## src/rtl/hazard_ctrl.sv

```systemverilog
// Hazard sequencer for the 5-stage core: stall/flush control, E-stage forwarding and a
// data-memory handshake watchdog that locks the pipe in ERR after too many wait cycles.
module hazard_ctrl #(
  parameter int REG_AW      = 5,
  parameter int MEM_TIMEOUT = 16
) (
  input  logic              clk,
  input  logic              rst_n,
  input  logic [REG_AW-1:0] Rs1D,
  input  logic [REG_AW-1:0] Rs2D,
  input  logic [REG_AW-1:0] Rs1E,
  input  logic [REG_AW-1:0] Rs2E,
  input  logic [REG_AW-1:0] RdE,
  input  logic [REG_AW-1:0] RdM,
  input  logic [REG_AW-1:0] RdW,
  input  logic [1:0]        ResultSrcE,
  input  logic              RegWriteM,
  input  logic              RegWriteW,
  input  logic              PCSrcE,
  input  logic              MemReqM,
  input  logic              MemReadyM,
  output logic              StallF,
  output logic              StallD,
  output logic              StallE,
  output logic              StallM,
  output logic              FlushD,
  output logic              FlushE,
  output logic              FlushW,
  output logic [1:0]        ForwardAE,
  output logic [1:0]        ForwardBE,
  output logic              MemBusy,
  output logic              MemTimeoutErr
);

  localparam int CW = $clog2(MEM_TIMEOUT + 1);
  localparam logic [CW-1:0] WCNT_ONE  = CW'(1);
  localparam logic [CW-1:0] WCNT_LAST = CW'(MEM_TIMEOUT - 1);

  typedef enum logic [1:0] {RUN, MEM_WAIT, ERR} state_t;

  state_t        state_q, state_d;
  logic [CW-1:0] wcnt_q, wcnt_d;
  logic          mem_busy_q, mem_err_q;
  logic          mem_wait, mem_stall, lw_stall;

  function automatic logic [1:0] fwd_sel(input logic [REG_AW-1:0] rs,
                                         input logic              wr_m,
                                         input logic [REG_AW-1:0] rd_m,
                                         input logic              wr_w,
                                         input logic [REG_AW-1:0] rd_w);
    logic [1:0] sel;
    sel = 2'b00;
    if (wr_m && (rd_m != '0) && (rd_m == rs))      sel = 2'b10;
    else if (wr_w && (rd_w != '0) && (rd_w == rs)) sel = 2'b01;
    return sel;
  endfunction

  assign mem_wait  = MemReqM & ~MemReadyM;
  assign mem_stall = (state_q == ERR) | mem_wait;
  assign lw_stall  = (ResultSrcE == 2'b01) & (RdE != '0) & ((RdE == Rs1D) | (RdE == Rs2D));

  // A memory stall freezes the whole pipe, so branch and load-use actions wait for release.
  always_comb begin
    StallF = lw_stall;
    StallD = lw_stall;
    StallE = 1'b0;
    StallM = 1'b0;
    FlushD = PCSrcE;
    FlushE = lw_stall | PCSrcE;
    FlushW = 1'b0;
    if (mem_stall) begin
      StallF = 1'b1;
      StallD = 1'b1;
      StallE = 1'b1;
      StallM = 1'b1;
      FlushD = 1'b0;
      FlushE = 1'b0;
      FlushW = 1'b1;
    end
  end

  assign ForwardAE = fwd_sel(Rs1E, RegWriteM, RdM, RegWriteW, RdW);
  assign ForwardBE = fwd_sel(Rs2E, RegWriteM, RdM, RegWriteW, RdW);

  always_comb begin
    state_d = state_q;
    wcnt_d  = wcnt_q;
    case (state_q)
      RUN: begin
        if (mem_wait) begin
          state_d = MEM_WAIT;
          wcnt_d  = WCNT_ONE;
        end
      end
      MEM_WAIT: begin
        // A dropped request is a protocol violation; recover rather than hang.
        if (MemReadyM || !MemReqM) begin
          state_d = RUN;
          wcnt_d  = '0;
        end else if (wcnt_q == WCNT_LAST) begin
          state_d = ERR;
        end else begin
          wcnt_d = wcnt_q + WCNT_ONE;
        end
      end
      ERR: state_d = ERR;
      default: begin
        state_d = RUN;
        wcnt_d  = '0;
      end
    endcase
  end

  always_ff @(posedge clk or negedge rst_n) begin
    if (!rst_n) begin
      state_q    <= RUN;
      wcnt_q     <= '0;
      mem_busy_q <= 1'b0;
      mem_err_q  <= 1'b0;
    end else begin
      state_q    <= state_d;
      wcnt_q     <= wcnt_d;
      mem_busy_q <= (state_d == MEM_WAIT);
      mem_err_q  <= (state_d == ERR);
    end
  end

  assign MemBusy       = mem_busy_q;
  assign MemTimeoutErr = mem_err_q;

endmodule

```

## config.mk

```make
export PLATFORM = sky130hd
export DESIGN_NAME = hazard_ctrl
export DESIGN_NICKNAME = d
export VERILOG_FILES = /design/src/rtl/hazard_ctrl.sv
export SDC_FILE = /design/constraint.sdc
export NUM_CORES = 1
export LEC_CHECK = 0
export CORE_UTILIZATION = 33
export DETAILED_ROUTE_END_ITERATION = 8
export GPL_TIMING_DRIVEN = 0
export PLACE_DENSITY = 0.77
export SETUP_SLACK_MARGIN = 0.3
export SLEW_MARGIN = 20
export SYNTH_ARGS = -nofsm -noshare
export SYNTH_HDL_FRONTEND = slang
export SYNTH_SLANG_ARGS = --single-unit
export TNS_END_PERCENT = 50
```

## constraint.sdc

```tcl
create_clock -name clk -period 1.7 [get_ports clk]
set_input_delay 0.34 -clock clk [delete_from_list [all_inputs] [get_ports clk]]
set_output_delay 0.34 -clock clk [all_outputs]
set_load 0.005 [all_outputs]
```

==> results list <==
* Post-detailed-placement half-perimeter wirelength: 2220 um
- Cells fill a little under three quarters of the core in the end.
- Timing analysis after detailed placement gives a worst setup slack of -1.05 ns.
* H-tree depth: 1
* Netlist area before placement: roughly 900 um2
* Kind of end point of the critical path: primary output
* Count of unique library cells instantiated by Yosys: 32
- Maximum resistive drop on vdd: 0.487 mV
- Number of placed instances, taps included: 190
- Violations in the final reports: negative setup slack
* Final critical path time including I/O delays and setup: roughly 1.9 ns
* Primary flip-flop cell chosen by synthesis mapping: dfrtp_1
* Detailed-route vias per instance: between 4 and 5
- The max-slew violation count came to 0.
* Clock latency at the later pin of the worst-skew pair: 0.27 ns
* Total of max-cap violations: 0
- Number of antenna diodes: 0
- Number of cells in the finished layout apart from fillers: roughly 210
- Share of cells above drive strength 1: a little over half
- Tot GR Track Use: around 19%
- Post-route cell area: 1810 um2
- Among the stages of the critical path, the cell type that occurs most often is nor4_4.
- The number of nets handed over by synthesis was 150.
* Buffer type at the clock tree root: clkbuf_4
- Area growth from synthesis to layout: 101%
- The initial antenna violation count came to 0.
- Final weighted congestion in routability-driven placement: roughly 0.76
- Summed over all instances, the cell type with the most area after synthesis is dfrtp_1.
* Data required time of the worst path: around 1.4 ns
- In this run the static leakage power is roughly 0.86 nW.
* Maximum number of pins on one net before global-route repair: 10
- The critical path in this run is classified as primary input to primary output.
- The worst pin sits at a relative slew slack of 72.5%.
- Mean instance size in the synthesized netlist: roughly 8.7 um2
- Once detail routing completed, the nets flagged for antenna violations numbered 0.
* WL final: 3190 um
- Total of warnings raised by yosys: 0
- Of all nets on the critical path, the largest fanout is 2.
- Once the floorplan was initialized, standard cells occupied between 30% and 40% of the core.
- Tcrit/Tclk final: 114%
- Synth Instances: approximately 100
* Yosys top cell area share: roughly a quarter
* Die Outline Area: approximately 2900 um2
* Die outline height: between 50 and 60 um
* Via count of the first global-routing pass: just under 1,000
- Clock buffer depth: 2
* Status: complete, but fails checks
* Starting DRT DRC Count: 8
* Cell row count: 18
* Global-route wire length before repair: between 4000 and 5000 um
- Total number of nets in the final design: 230
- Buffers placed on the I/O ports in this run total 56.
- The signal on the critical path passes through buf_8 > or4_4 > o21ai_4 > buf_6 > nor4_4 > nor4_4 > buf_2.
* Layout fillers: 190
* Clock-pin slew of the registers on the worst-case setup and hold paths: 0.07 ns
- The worst setup path is launched from a primary input.
- FF+latch count, synth: 9
* Overall power consumption: around 0.00075 W
- Critical path arrival: around 1.6 ns
* Global route overflow: 0
- The first detailed-routing pass took 4 iterations.
- The largest individual stage delay along the critical path comes from the cell or4_4.
* Average wire per cell in the routed design: ~15 um
* Setup repair after global routing missed its margin: yes
* Commonest non-fill, non-tap cell in the layout: xor2_1
* Async set or reset register ratio after synthesis: between 90% and 100%
- Final setup violation count: 8
- During I/O placement, the number of pins put on the boundary was 57.
* Number of hold buffers added after cts: 0
- Transition at the pin with the smallest max-transition slack: between 0.4 and 0.5 ns
- Static timing analysis puts the maximum clock frequency at about 0.52 GHz.
- Power Density: around 420 nW/um2
* CTS Buf Count: 3
- Die width: roughly 54 um
* Leading cell types in the layout, fill and taps excluded: xor2_1 (23), buf_6 (21), buf_4 (16)
- DP Area: around 1500 um2
* Slowest cell delay on critical path: about 0.55 ns
- Clock tree from TritonCTS: built
- The clock net in this run drives a total of 9 sinks.
- Across the routed clock network, the largest skew measured is roughly 0.0033 ns.
- Final Hold Fails: 0
- Part of the Yosys area used for sequential elements: 25.0%
- The routed layout has between 1,000 and 1,500 vias.
- # DRC: 0
- Counting flops with a built-in enable in the synthesized netlist gives 0.
- Yosys attributes the largest share of cell area to dfrtp_1 (25%), xor2_1 (23%), xnor2_1 (5.8%).
- The path class of the tightest hold or removal check is primary input to async pin.
- Area of the placeable core: approximately 2500 um2
- Final worst-path setup slack: -0.236 ns
==> worst paths after layout <==
path | startpoint | end | slack [ns] | cells past startpoint
max | RdM[4] | ForwardBE[0] | -0.24 | 7
min | rst_n | wcnt_q[1] | 0.36 | 1
max reg2reg | wcnt_q[0] | wcnt_q[3] | 0.01 | 7
min reg2reg | wcnt_q[4] | wcnt_q[4] | 0.50 | 2
max in group asynchronous | rst_n | state_q[0] | 1.03 | 1
min in group clk | wcnt_q[4] | wcnt_q[4] | 0.50 | 2
==> metrics by stage <==
stage | TNS [ns] | hold WS (ns)
2_1_floorplan | 0 | 0.0444
3_3_place_gp | -8.26 | 0.470
3_5_place_dp | -8.87 | 0.484
4_1_cts | -0.908 | 0.379
5_1_grt | -1.51 | 0.392
6_report | -0.994 | 0.364
==> Yosys cell counts, types with 3 or more instances <==
library cell,number
or4_1,3
inv_1,6
nor2_1,6
a21boi_0,3
nand3_1,4
buf_4,3
nor3_1,3
xor2_1,24
dfrtp_1,9
xnor2_1,6
o21ai_0,8
==> cell type report <==
class	instances	area (um2)	share of cell area [%]
multi-input combinational	85	832	46.1
timing repair buffer	75	623	34.5
sequential	9	226	12.5
tap	30	37.5	2.08
buffer	4	33.8	1.87
inverter	6	25.0	1.39
clock buffer	3	22.5	1.25
clock inverter	1	5.00	0.277
==> critical path: cells and delay by family <==
| kind | cells | cell delay (ns) |
|---|---|---|
| AOI/OAI and AO/OA | 1 | 0.17 |
| buffers and inverters | 3 | 0.38 |
| and+or+nand+nor | 3 | 0.70 |
==> state kept, by name, indices dropped and copies added, names as in the netlist <==
name           cells
wcnt_q             5
state_q            2
MemBusy            1
MemTimeoutErr      1
==> where the power goes <==
group / leakage, nW / total [W] / switching (W) / internal, W
Combinational: 0.717 / 0.000349 / 0.000152 / 0.000197
Sequential: 0.120 / 0.000231 / 0.00000870 / 0.000222
Clock: 0.0177 / 0.000171 / 0.0000840 / 0.0000872
==> layer usage <==
metal  share of wire (%)  GRT usage (%)  up-vias
met2                  58           37.0       27
met4                 2.5           9.83        0
met3                 3.0           1.94        9
met1                  37           20.4      504
met5                   0              0        -
li1                    -              -      520
==> cells by family after synthesis <==
kind of cell | synth area share, %
muxes | 1.25
and+or+nand+nor | 22.4
AOI/OAI and AO/OA | 13.9
buffers and inverters | 5.42
adders and majority gates | 2.78
DFF | 25.0
xor gates and xnor gates | 29.2
==> what timing repair did <==
action	CTS	global route
resized for setup	176	53
endpoints found under the hold margin	0	0
pin swaps	29	14
buffers inserted	7	12
setup endpoints to repair	20	16
(Power assumes the default switching activity.)
